### src/rtl/mem_bridge_pkg.sv
// Shared definitions for the CPU-to-bus memory request bridge:
// FSM state encoding, bus size codes and a lane-count-to-size helper.
package mem_bridge_pkg;

    typedef enum logic [1:0] {
        ST_IDLE = 2'd0,
        ST_REQ  = 2'd1,
        ST_WAIT = 2'd2,
        ST_DONE = 2'd3
    } bridge_state_t;

    localparam logic [2:0] SZ_BYTE  = 3'd0;
    localparam logic [2:0] SZ_HALF  = 3'd1;
    localparam logic [2:0] SZ_WORD  = 3'd2;
    localparam logic [2:0] SZ_DWORD = 3'd3;

    // Size code of a full-width access for a given number of byte lanes.
    function automatic logic [2:0] lanes_to_size(input int nb);
        logic [2:0] sz;
        case (nb)
            1:       sz = SZ_BYTE;
            2:       sz = SZ_HALF;
            4:       sz = SZ_WORD;
            8:       sz = SZ_DWORD;
            default: sz = SZ_WORD;
        endcase
        return sz;
    endfunction

endpackage

### src/rtl/mem_size_enc.sv
// Byte-enable decoder: turns a byte write-enable vector into the bus write
// flag and the log2 access size. Only contiguous, naturally aligned
// power-of-two lane groups get a narrow size; reads (all-zero enables) and
// any other pattern are issued as full-width accesses.
module mem_size_enc
    import mem_bridge_pkg::*;
#(
    parameter int NB = 4
) (
    input  logic [NB-1:0] wen,
    output logic          wr,
    output logic [2:0]    size
);

    localparam int LOG_NB = $clog2(NB);

    logic [NB-1:0] mask_s;

    // Compare the enables against every aligned lane group narrower than the bus.
    always_comb begin
        wr     = |wen;
        size   = lanes_to_size(NB);
        mask_s = '0;
        for (int k = 0; k < LOG_NB; k++) begin
            for (int j = 0; j < (NB >> k); j++) begin
                for (int b = 0; b < NB; b++) begin
                    mask_s[b] = (b >= (j << k)) && (b < ((j + 1) << k));
                end
                size = (wen == mask_s) ? 3'(k) : size;
            end
        end
    end

endmodule

### src/rtl/mem_req_bridge.sv
// Bridges a stalling CPU load/store port onto a split address/data bus.
// One access at a time: IDLE latches the request, REQ presents it until
// addr_ok, WAIT holds until data_ok, DONE releases the pipeline for one cycle.
// Optional watchdog: define MEM_BRIDGE_TIMEOUT_EN to abort an access that
// spends TIMEOUT_CYC cycles in REQ/WAIT (err pulse, cpu_rdata cleared).
module mem_req_bridge
    import mem_bridge_pkg::*;
#(
    parameter int DATA_W      = 32,
    parameter int ADDR_W      = 32,
    parameter int TIMEOUT_CYC = 255
) (
    input  logic                clk,
    input  logic                rst,
    input  logic                cpu_en,
    input  logic [DATA_W/8-1:0] cpu_wen,
    input  logic [ADDR_W-1:0]   cpu_addr,
    input  logic [DATA_W-1:0]   cpu_wdata,
    output logic [DATA_W-1:0]   cpu_rdata,
    output logic                cpu_stall,
    output logic                req,
    output logic                wr,
    output logic [2:0]          size,
    output logic [ADDR_W-1:0]   addr,
    output logic [DATA_W-1:0]   wdata,
    input  logic                addr_ok,
    input  logic                data_ok,
    input  logic [DATA_W-1:0]   rdata,
    output logic                err
);

    localparam int NB = DATA_W / 8;

    bridge_state_t       state_r;
    logic                req_r;
    logic                wr_r;
    logic [2:0]          size_r;
    logic [ADDR_W-1:0]   addr_r;
    logic [DATA_W-1:0]   wdata_r;
    logic [DATA_W-1:0]   rdata_r;

    logic                enc_wr_s;
    logic [2:0]          enc_size_s;
    logic                busy_s;
    logic                xfer_done_s;
    logic                tmo_fire_s;

    mem_size_enc #(
        .NB (NB)
    ) u_size_enc (
        .wen  (cpu_wen),
        .wr   (enc_wr_s),
        .size (enc_size_s)
    );

    // Bus-side completion and activity flags for the current state.
    always_comb begin
        busy_s      = (state_r == ST_REQ) || (state_r == ST_WAIT);
        xfer_done_s = ((state_r == ST_REQ) && addr_ok && data_ok) ||
                      ((state_r == ST_WAIT) && data_ok);
    end

`ifdef MEM_BRIDGE_TIMEOUT_EN
    localparam int TMO_W = $clog2(TIMEOUT_CYC + 1) + 1;

    logic [TMO_W-1:0] tmo_cnt_r;
    logic             err_r;

    // Watchdog fires on the last allowed REQ/WAIT cycle unless the bus completes.
    always_comb begin
        if (busy_s && !xfer_done_s && (tmo_cnt_r == TMO_W'(TIMEOUT_CYC - 1))) begin
            tmo_fire_s = 1'b1;
        end else begin
            tmo_fire_s = 1'b0;
        end
    end

    // Cycle counter for REQ/WAIT, restarted whenever a new access is accepted.
    always_ff @(posedge clk or posedge rst) begin
        if (rst) begin
            tmo_cnt_r <= '0;
        end else if ((state_r == ST_IDLE) && cpu_en) begin
            tmo_cnt_r <= '0;
        end else if (busy_s) begin
            tmo_cnt_r <= tmo_cnt_r + TMO_W'(1);
        end else begin
            tmo_cnt_r <= tmo_cnt_r;
        end
    end

    // One-cycle error pulse coinciding with the DONE cycle of an aborted access.
    always_ff @(posedge clk or posedge rst) begin
        if (rst) begin
            err_r <= 1'b0;
        end else begin
            err_r <= tmo_fire_s;
        end
    end

    assign err = err_r;
`else
    assign tmo_fire_s = 1'b0;
    assign err        = 1'b0;
`endif

    // Request FSM with registered bus-side outputs and load data capture.
    always_ff @(posedge clk or posedge rst) begin
        if (rst) begin
            state_r <= ST_IDLE;
            req_r   <= 1'b0;
            wr_r    <= 1'b0;
            size_r  <= 3'd0;
            addr_r  <= '0;
            wdata_r <= '0;
            rdata_r <= '0;
        end else begin
            case (state_r)
                ST_IDLE: begin
                    if (cpu_en) begin
                        addr_r  <= cpu_addr;
                        wdata_r <= cpu_wdata;
                        wr_r    <= enc_wr_s;
                        size_r  <= enc_size_s;
                        req_r   <= 1'b1;
                        state_r <= ST_REQ;
                    end else begin
                        state_r <= ST_IDLE;
                    end
                end
                ST_REQ: begin
                    if (addr_ok && data_ok) begin
                        req_r   <= 1'b0;
                        rdata_r <= wr_r ? rdata_r : rdata;
                        state_r <= ST_DONE;
                    end else if (addr_ok) begin
                        req_r   <= 1'b0;
                        state_r <= ST_WAIT;
                    end else if (tmo_fire_s) begin
                        req_r   <= 1'b0;
                        rdata_r <= '0;
                        state_r <= ST_DONE;
                    end else begin
                        state_r <= ST_REQ;
                    end
                end
                ST_WAIT: begin
                    if (data_ok) begin
                        rdata_r <= wr_r ? rdata_r : rdata;
                        state_r <= ST_DONE;
                    end else if (tmo_fire_s) begin
                        rdata_r <= '0;
                        state_r <= ST_DONE;
                    end else begin
                        state_r <= ST_WAIT;
                    end
                end
                ST_DONE: begin
                    state_r <= ST_IDLE;
                end
                default: begin
                    req_r   <= 1'b0;
                    state_r <= ST_IDLE;
                end
            endcase
        end
    end

    assign cpu_stall = cpu_en & (state_r != ST_DONE);
    assign cpu_rdata = rdata_r;
    assign req       = req_r;
    assign wr        = wr_r;
    assign size      = size_r;
    assign addr      = addr_r;
    assign wdata     = wdata_r;

endmodule

### config.mk
export PLATFORM = sky130hd
export DESIGN_NAME = mem_req_bridge
export DESIGN_NICKNAME = d
export VERILOG_FILES = /design/src/rtl/mem_bridge_pkg.sv /design/src/rtl/mem_size_enc.sv /design/src/rtl/mem_req_bridge.sv
export SDC_FILE = /design/constraint.sdc
export NUM_CORES = 1
export LEC_CHECK = 0
export ABC_AREA = 1
export BUFFER_PORTS_ARGS = -buffer_cell sky130_fd_sc_hd__buf_4
export CORE_MARGIN = 2
export CORE_UTILIZATION = 41
export DETAILED_ROUTE_END_ITERATION = 10
export PLACE_DENSITY = 0.81
export SYNTH_ARGS = -nofsm -noshare
export SYNTH_HDL_FRONTEND = slang
export SYNTH_SLANG_ARGS = --single-unit
### constraint.sdc
create_clock -name clk -period 2.5 [get_ports clk]
set_input_delay 0 -clock clk [delete_from_list [all_inputs] [get_ports clk]]
set_output_delay 0 -clock clk [all_outputs]
set_load 0.01 [all_outputs]
==> results of run 1 <==
-- routing by layer --
| layer | up-vias | GRT usage, % |
|---|---|---|
| met1 | 2091 | 28.4 |
| met2 | 216 | 42.5 |
| met3 | 31 | 5.44 |
| met5 | - | 0 |
| li1 | 2072 | - |
| met4 | 0 | 9.90 |
-- metrics by stage --
stage               util [%]  setup WS [ps]  std cells  total power (uW)
floorplan                  -           1130        476              4620
global placement        58.8            771        792              6160
detailed placement      58.8            718        792              6290
CTS                     71.4            247        914              7410
global route            71.4            138        914              7940
finish                  71.4            155        914              7430
-- registers in the layout (all words and copies together), names as in the netlist, named ones only --
name / flops
wr: 1
req: 1
wdata: 32
size: 2
state_r: 1
addr: 32
cpu_rdata: 32
-- cell usage in the layout, fill, tap and decap left out --
| master | n |
|---|---|
| buf_12 | 2 |
| buf_4 | 209 |
| clkbuf_8 | 12 |
| clkinv_2 | 4 |
| clkinvlp_4 | 1 |
| conb_1 | 2 |
| dfrtp_1 | 102 |
| dlygate4sd3_1 | 106 |
| ha_1 | 5 |
| inv_1 | 12 |
| inv_2 | 1 |
| nand2_1 | 275 |
| nand2_2 | 3 |
| nand3_1 | 4 |
| nand3_4 | 1 |
| nand4_1 | 32 |
| nor2_1 | 4 |
| nor2_4 | 1 |
| o21ai_0 | 3 |
| or2_2 | 2 |
-- area by class of cell --
type | instances | area, um2
repair buffers | 317 | 2670
multi-input cells | 332 | 1410
well taps | 133 | 166
fillers | 648 | 2820
clock buffers | 12 | 165
clock inverters | 4 | 20.0
flip-flops and latches | 102 | 2550
inverters | 14 | 56.3
-- worst paths after layout --
kind | from | to | slack, ps | cells past startpoint
worst max-delay path | cpu_wen[0] | size[0]$_DFFE_PP0P_ | 160 | 9
min in group asynchronous | rst | addr[30]$_DFFE_PP0P_ | 330 | 3
worst max register to register | state_r[0]$_DFF_PP0_ | size[0]$_DFFE_PP0P_ | 430 | 7
worst min register to register | cpu_rdata[23]$_DFFE_PP0P_ | cpu_rdata[23]$_DFFE_PP0P_ | 480 | 2
worst min-delay path | cpu_wen[1] | size[1]$_DFFE_PP0P_ | 50 | 6
max in group asynchronous | rst | addr[13]$_DFFE_PP0P_ | 1380 | 4
-- critical path, stage by stage --
cell and delay [ps]:
dlygate4sd3_1 550, buf_4 150, nand2_1 40, dlygate4sd3_1 540, nand2_1 50, dlygate4sd3_1 550
nand3_1 90, dlygate4sd3_1 570, nand2_1 60
-- power groups by stage --
stage	Combinational, uW	Clock [uW]	Sequential [uW]
floorplan	1380	0	3240
global placement	3260	0	2900
detailed placement	3360	0	2920
CTS	3490	1000	2910
global route	3850	1070	3020
finish	3520	974	2930
-- logic make-up (layout without fill, tap and decap cells) --
logic type / after synthesis / in the layout / synth area share [%]
and+or+nand+nor: 322 / 322 / 31.5
DFF: 102 / 102 / 60.6
buffers and inverters: 42 / 347 / 5.89
adders and majority gates: 5 / 5 / 1.49
AOI/OAI and AO/OA: 3 / 3 / 0.357
other: 1 / 2 / 0.0891
-- repair_timing --
item | in CTS | in global routing
endpoints found under the hold margin | 132 | 0
setup endpoints to repair | 0 | 0
hold buffers | 106 | 0
resized for setup | 0 | 0
==> impl_metrics.json, run 1 <==
{
  "p_clk_share_pct": 13.1,
  "maxSlewHeadroom_pct": 53.8,
  "grt_util_all_layers_pct": 24.2,
  "nNetsFinal": 886,
  "ys_seq_area_share_pct": 60.6,
  "ys_top_cells_by_area": "dfrtp_1 61%, nand2_1 25%, nand4_1 4.8%",
  "row_count": 36,
  "die_area_um2": 11100,
  "grt_max_degree": 72,
  "finClkSkew_ps": 5.41,
  "yosysMostFrequentCell": "nand2_1",
  "cp-end-kind": "register",
  "drv_cap": 0,
  "root_buffer": "clkbuf_8",
  "path_class": "primary input to register",
  "setup_viol": 0,
  "postCtsSetupRepairBufs": 0,
  "die_h_um": 105,
  "timing.hold.ws_ps": 48.6,
  "wirelength_um": 13300,
  "powerDensity_nw_per_um2": 1050,
  "grt_pass1_vias": 4578,
  "vias": 4410,
  "dr.pass1.iters": 4,
  "clock-sinks": 102,
  "fin_tns_setup_ps": 0,
  "hpwl_um": 7790,
  "tightestPinTransition_ps": 691,
  "clk_pin_slew_ps": 90,
  "switching_share_pct": 39.0,
  "worst_hold_path_type": "primary input to register",
  "antenna_found_initial": 0,
  "cts_max_path_buffers": 2,
  "ys.flop_type": "dfrtp_1",
  "wl_met1_um": 5290,
  "hold_viol": 0,
  "netlist_area_um2": 4210,
  "cts_buffers": 9,
  "peakVddDrop_v": 0.000621,
  "status": "complete, no violations",
  "fp.dieW_um": 105,
  "fin_area_um2": 7040,
  "start_kind": "primary input",
  "wl_met3_um": 975,
  "synth-edff-count": 0,
  "postRouteAntennaNets": 0,
  "leakagePower_uw": 0.00385,
  "yosysUniqueCellTypes": 19,
  "rsz0062_at_grt": "no",
  "switchingPower_uw": 2900,
  "post-route-period-util_pct": 93.8,
  "crit_fanout": 3,
  "max_freq_mhz": 426,
  "start_util_pct": 42.7,
  "min_period_ps": 2340,
  "core_um2": 9860,
  "p_comb_share_pct": 47.4,
  "required_ps": 2750,
  "pin_count": 208,
  "grt_pass1_wl_um": 21700,
  "vias_per_cell": 4.82,
  "synth_commonest_cells": "275 x nand2_1, 102 x dfrtp_1, 32 x nand4_1",
  "maxSlewViolCount": 0,
  "synthCells": 475,
  "internal-power_uw": 4530,
  "gp_congestion": 0.746,
  "drc": 0,
  "yosys_warnings": 0,
  "async_flop_share_pct": 100,
  "cts_tree": "done",
  "wl_per_cell_um": 14.6,
  "clock_latency_ps": 350,
  "overflow": 0,
  "p_seq_share_pct": 39.5,
  "drive_gt1_share_pct": 30.2,
  "ys_ff_latch": 102,
  "yosys.area.top_type": "dfrtp_1",
  "route.met2.wl_um": 6710,
  "worstPathArrival_ps": 2590,
  "synthToLayoutAreaGrowth_pct": 67.3,
  "synth_top_area_share_pct": 60.6,
  "highest_layer": "met4",
  "dpl_cell_area_um2": 5800,
  "antenna_cells": 0,
  "htreeDepth": 3,
  "avgSynthCellArea_um2": 8.86,
  "io_buffers": 205,
  "drt_iter0_markers": 316
}
Note: power is estimated with default switching activity, not from simulation.
==> run 2: changes to the inputs <==
- CORE_UTILIZATION: 41 -> 42
- SYNTH_HIERARCHICAL: unset -> 1
==> run 2 against run 1 <==
  * Non-clock buffer count fell by 5
  * Register-to-register slack improved by 60 ps
  * Largest cell class unchanged
  * Power up 4.2%
  * Sequential power increased by 2%
  * Clock power is 5.3% lower
  * Core utilization down 1.9 points
  * Critical path depth shrank 3
  * Final area rose by 1.4%
  * Highest routed layer unchanged
  * Wire length increased by 7.7%
==> impl_metrics.json, run 2 <==
{
  "yosys_warnings": 6,
  "grt_pass1_wl_um": 22400,
  "rsz0062_at_grt": "no",
  "synth_commonest_cells": "215 x nand2_1, 103 x dfrtp_1, 71 x nand3_1",
  "start_kind": "register",
  "crit_family": "simple AND/OR/NAND/NOR gates",
  "grt_pass1_vias": 4693,
  "postCtsSetupRepairBufs": 0,
  "grt_max_degree": 104,
  "worstPathArrival_ps": 2240,
  "path_cells": "inv_1, ha_2, nand2_2, buf_12, nand2_1, nand2_1",
  "synth_fp_nets": 608,
  "dr.pass1.iters": 5,
  "antenna_cells": 0,
  "post-route-period-util_pct": 80.2,
  "max_freq_mhz": 499,
  "synth-edff-count": 0,
  "worst_hold_path_type": "primary input to register",
  "root_buffer": "clkbuf_8",
  "start_util_pct": 43.2,
  "clk_pin_slew_ps": 90,
  "synthCells": 497,
  "pin_count": 208,
  "clock-sinks": 103,
  "nNetsFinal": 894,
  "synthToLayoutAreaGrowth_pct": 60.8,
  "critPathSlowestCell": "dfrtp_1",
  "vias": 4604,
  "synth_top_area_share_pct": 58.0,
  "clock_latency_ps": 350,
  "drv_cap": 0,
  "grt_util_all_layers_pct": 24.8,
  "die_h_um": 107,
  "cts.hold.buffers_added": 99,
  "leakagePower_uw": 0.00387,
  "yosysMostFrequentCell": "nand2_1",
  "max_stage_delay_ps": 440,
  "maxSlewHeadroom_pct": 53.3,
  "yosysUniqueCellTypes": 18,
  "crit_top_cell": "nand2_1",
  "cts_resized": 0,
  "peakVddDrop_v": 0.000557,
  "core_um2": 10300,
  "p_total_uw": 7740,
  "ys_ff_latch": 103,
  "netlist_area_um2": 4440,
  "cts_tree": "done",
  "ys.flop_type": "dfrtp_1",
  "cp-end-kind": "register",
  "yosys.area.top_type": "dfrtp_1",
  "drt_iter0_markers": 343,
  "hpwl_um": 8210,
  "stdcell_count": 924,
  "required_ps": 2740,
  "tightestPinTransition_ps": 701,
  "wl_per_cell_um": 15.5,
  "antenna_found_initial": 0,
  "min_period_ps": 2010,
  "postRouteAntennaNets": 0,
  "avgSynthCellArea_um2": 8.94,
  "finClkSkew_ps": 16.7,
  "fill_cells": 732,
  "row_count": 37,
  "overflow": 0,
  "final_common_cell": "nand2_1",
  "ys_seq_area_share_pct": 58.0,
  "setup_viol": 0,
  "wirelength_um": 14300,
  "gp_congestion": 0.798,
  "status": "complete, no violations",
  "fp.dieW_um": 107,
  "powerDensity_nw_per_um2": 1080,
  "maxSlewViolCount": 0,
  "htreeDepth": 3,
  "path_class": "register to register",
  "die_area_um2": 11400,
  "fin_tns_setup_ps": 0,
  "drc": 0,
  "drive_gt1_share_pct": 30.2,
  "crit_fanout": 44,
  "vias_per_cell": 4.98,
  "ys_top_cells_by_area": "dfrtp_1 58%, nand2_1 18%, nand3_1 8.0%",
  "path_buf_inv": 2,
  "async_flop_share_pct": 100,
  "io_buffers": 206,
  "layout_common_cells": "215 x nand2_1, 211 x buf_4, 103 x dfrtp_1, 99 x dlygate4sd3_1, 71 x nand3_1",
  "cts_buffers": 9,
  "cts_max_path_buffers": 2,
  "hold_viol": 0,
  "placed_cells": 809
}
-- run 2: cell count changes after synthesis, moves of 2 or more --
cell	previous run	this run
nor2_1	4	1
nand2_1	275	215
buf_4	5	15
inv_1	13	17
nor2_2	0	2
nand2_2	3	5
nand3_1	4	71
-- run 2: routing by layer --
metal,GRT usage (%),routed length (um),up-vias,part of all wire [%]
met4,10.0,354,0,2.5
li1,-,-,2163,-
met2,43.7,7320,226,51
met3,5.23,1090,34,7.6
met1,29.5,5550,2181,39
met5,0,0,-,0
-- run 2: path summary, 6_finish.rpt --
kind | start | endpoint | slack (ps) | cells past startpoint
hold / removal | cpu_wen[3] | wr$_DFFE_PP0P_ | 20 | 5
hold reg to reg | cpu_rdata[8]$_DFFE_PP0P_ | cpu_rdata[8]$_DFFE_PP0P_ | 480 | 2
max in group asynchronous | rst | wr$_DFFE_PP0P_ | 1720 | 4
min in group asynchronous | rst | cpu_rdata[0]$_DFFE_PP0P_ | 330 | 4
setup / recovery | state_r[0]$_DFF_PP0_ | addr[15]$_DFFE_PP0P_ | 490 | 6
setup reg to reg | state_r[0]$_DFF_PP0_ | addr[15]$_DFFE_PP0P_ | 490 | 6
-- run 2: cell families (layout without fill, tap and decap cells) --
logic type / after synthesis / count (layout) / synth area share [%]
AOI/OAI and AO/OA: 2 / 2 / 0.225
adders and majority gates: 6 / 6 / 1.69
buffers and inverters: 54 / 345 / 7.21
and+or+nand+nor: 330 / 330 / 32.7
other: 2 / 2 / 0.169
DFF: 103 / 103 / 58.0
-- run 2: area by class of cell --
type / instances / area (um2) / area share (%)
multi-input combinational: 340 / 1550 / 21.6
tap: 136 / 170 / 2.38
clock inverter: 4 / 32.5 / 0.455
timing repair buffer: 312 / 2620 / 36.6
inverter: 17 / 67.6 / 0.946
clock buffer: 12 / 135 / 1.89
sequential: 103 / 2580 / 36.1
-- run 2: power breakdown --
group	leakage, uW	internal, uW	switching, uW
clock	0.0000768	368	554
sequential	0.00127	2470	510
combinational	0.00252	1720	2120
total	0.00387	4560	3180
-- run 2: stage by stage --
step	setup WS, ps	util [%]	cell area [um2]	hold slack (ps)
floorplan	1090	-	4450	133
global placement	621	58.2	5990	198
detailed placement	515	58.2	5990	209
CTS	511	69.5	7140	2.29
global route	330	69.5	7140	41.4
finish	495	69.5	7140	18.3
-- run 2: worst register-to-register path: stages, from the launching register on --
cell and delay (ps):
dfrtp_1 440, inv_1 130, ha_2 440, nand2_2 410, buf_12 320, nand2_1 100, nand2_1 60
==> run 3: changes to the inputs <==
- CORE_UTILIZATION: 42 -> 47
- PLACE_DENSITY: 0.81 -> 0.86
- clock period: 2.5 -> 1.9 ns (I/O delays scaled with it)
==> run 3 against run 2 <==
  * Clock-buffer cell count down 3
  * Sequential share of layout area down 0.23 points
  * Power up 38%
  * Maximum frequency up 14%
  * Cell count down 2.7%
  * Sequential cell count unchanged
==> impl_metrics.json, run 3 (same netlist as run 2, synthesis figures left out) <==
{
  "core_um2": 9200,
  "p_clk_share_pct": 14.7,
  "grt_pass1_wl_um": 23600,
  "fin_tns_setup_ps": 0,
  "finClkSkew_ps": 7.66,
  "switching_share_pct": 40.0,
  "internal-power_uw": 6400,
  "cts_tree": "done",
  "hpwl_um": 8200,
  "clock_latency_ps": 350,
  "setup_viol": 0,
  "postRouteAntennaNets": 0,
  "start_kind": "register",
  "max_freq_mhz": 568,
  "die_h_um": 101,
  "io_buffers": 206,
  "min_period_ps": 1760,
  "antenna_found_initial": 0,
  "die_area_um2": 10200,
  "switchingPower_uw": 4260,
  "post-route-period-util_pct": 92.6,
  "drc": 0,
  "fill_cells": 557,
  "cts_max_path_buffers": 2,
  "postCtsSetupRepairBufs": 0,
  "synthToLayoutAreaGrowth_pct": 61.9,
  "drive_gt1_share_pct": 30.5,
  "rsz0062_at_grt": "no",
  "wl_met1_um": 5230,
  "htreeDepth": 3,
  "nNetsFinal": 895,
  "wl_per_cell_um": 16.7,
  "worst_hold_path_type": "primary input to register",
  "pin_count": 208,
  "cp-end-kind": "register",
  "peakVddDrop_v": 0.000760,
  "vias": 4745,
  "worstPathArrival_ps": 1990,
  "hold_viol": 0,
  "gp_congestion": 0.833,
  "fp.dieW_um": 101,
  "powerDensity_nw_per_um2": 1480,
  "maxSlewViolCount": 0,
  "p_comb_share_pct": 48.3,
  "crit_fanout": 32,
  "dr.pass1.iters": 5,
  "final_common_cell": "nand2_1",
  "status": "complete, no violations",
  "wirelength_um": 15000,
  "overflow": 0,
  "drt_iter0_markers": 222,
  "dpl_worst_slack_ps": 208,
  "clock-sinks": 103,
  "vias_per_cell": 5.28,
  "multi_input_area_um2": 1550,
  "path_class": "register to register",
  "grt_max_degree": 69,
  "cts_buffers": 9,
  "grt_pass1_vias": 4932,
  "row_count": 35,
  "leakagePower_uw": 0.00391,
  "root_buffer": "clkbuf_8",
  "clk_pin_slew_ps": 90,
  "grt_util_all_layers_pct": 29.5,
  "highest_layer": "met4",
  "register_area_um2": 2580,
  "route.met2.wl_um": 7830,
  "wl_met3_um": 1220,
  "cts_resized": 0,
  "layout_common_cells": "215 x nand2_1, 212 x buf_4, 103 x dfrtp_1, 98 x dlygate4sd3_1, 71 x nand3_1",
  "drv_cap": 0,
  "start_util_pct": 48.3,
  "required_ps": 2130,
  "p_seq_share_pct": 37.0,
  "fin_ws_ps": 140
}
run 3: cell count changes in the layout (fill, tap and decap cells not counted), moves of 2 or more:
cell	previous run	this run
clkbuf_1	3	0
clkinv_4	2	0
bufinv_16	0	3
diode_2	0	2
run 3: what timing repair did:
item / 4_1_cts / 5_1_grt
hold endpoints to repair: 200 / 0
hold buffers: 98 / 0
endpoints found under the setup margin: 0 / 0
run 3: final cells by class:
cell class | count | area share (%)
Antenna cell | 2 | 0.0696
Timing Repair Buffer | 313 | 36.6
Multi-Input combinational cell | 340 | 21.5
Tap cell | 111 | 1.93
Clock buffer | 9 | 1.72
Inverter | 17 | 0.940
Clock inverter | 4 | 1.36
Sequential cell | 103 | 35.9
run 3: worst max-delay path, cell delays in order, from the launching register on:
cell	delay [ps]
dfrtp_1	440
inv_1	110
ha_1	250
nand2_2	230
nand3_4	330
nand2_1	190
nand2_1	80
run 3: layer usage:
layer  track usage [%]  vias up
met5                 0        -
met4              14.2        0
met3              8.42       72
met2              52.0      274
met1              32.9     2238
li1                  -     2161
run 3: per-stage QoR:
step / instances / power, uW / util (%) / cell area (um2) / hold WS [ps]
3_3_place_gp: 786 / 8570 / 65.0 / 5980 / -95.2
2_1_floorplan: 497 / 6540 / - / 4450 / 133
6_report: 899 / 10700 / 78.2 / 7190 / 19.2
3_5_place_dp: 786 / 8770 / 65.0 / 5980 / -92.3
5_1_grt: 897 / 11400 / 78.1 / 7180 / 26.4
4_1_cts: 897 / 10500 / 78.1 / 7180 / 3.09
run 3: worst paths after layout:
| path | startpoint | endpoint | slack, ps | cells after the start |
|---|---|---|---|---|
| max | state_r[0]$_DFF_PP0_ | cpu_rdata[17]$_DFFE_PP0P_ | 140 | 6 |
| min | cpu_wen[2] | wr$_DFFE_PP0P_ | 20 | 5 |
| max reg2reg | state_r[0]$_DFF_PP0_ | cpu_rdata[17]$_DFFE_PP0P_ | 140 | 6 |
| min reg2reg | cpu_rdata[5]$_DFFE_PP0P_ | cpu_rdata[5]$_DFFE_PP0P_ | 480 | 2 |
| max in group asynchronous | rst | wdata[15]$_DFFE_PP0P_ | 1310 | 4 |
| min in group asynchronous | rst | addr[1]$_DFFE_PP0P_ | 100 | 3 |
run 3: power by group through the flow:
stage / registers, uW / logic, uW / clock network [uW]
after floorplan: 4310 / 2230 / 0
after global placement: 3890 / 4680 / 0
after detailed placement: 3920 / 4850 / 0
after CTS: 3900 / 5010 / 1580
after global routing: 4040 / 5630 / 1700
final: 3950 / 5150 / 1560
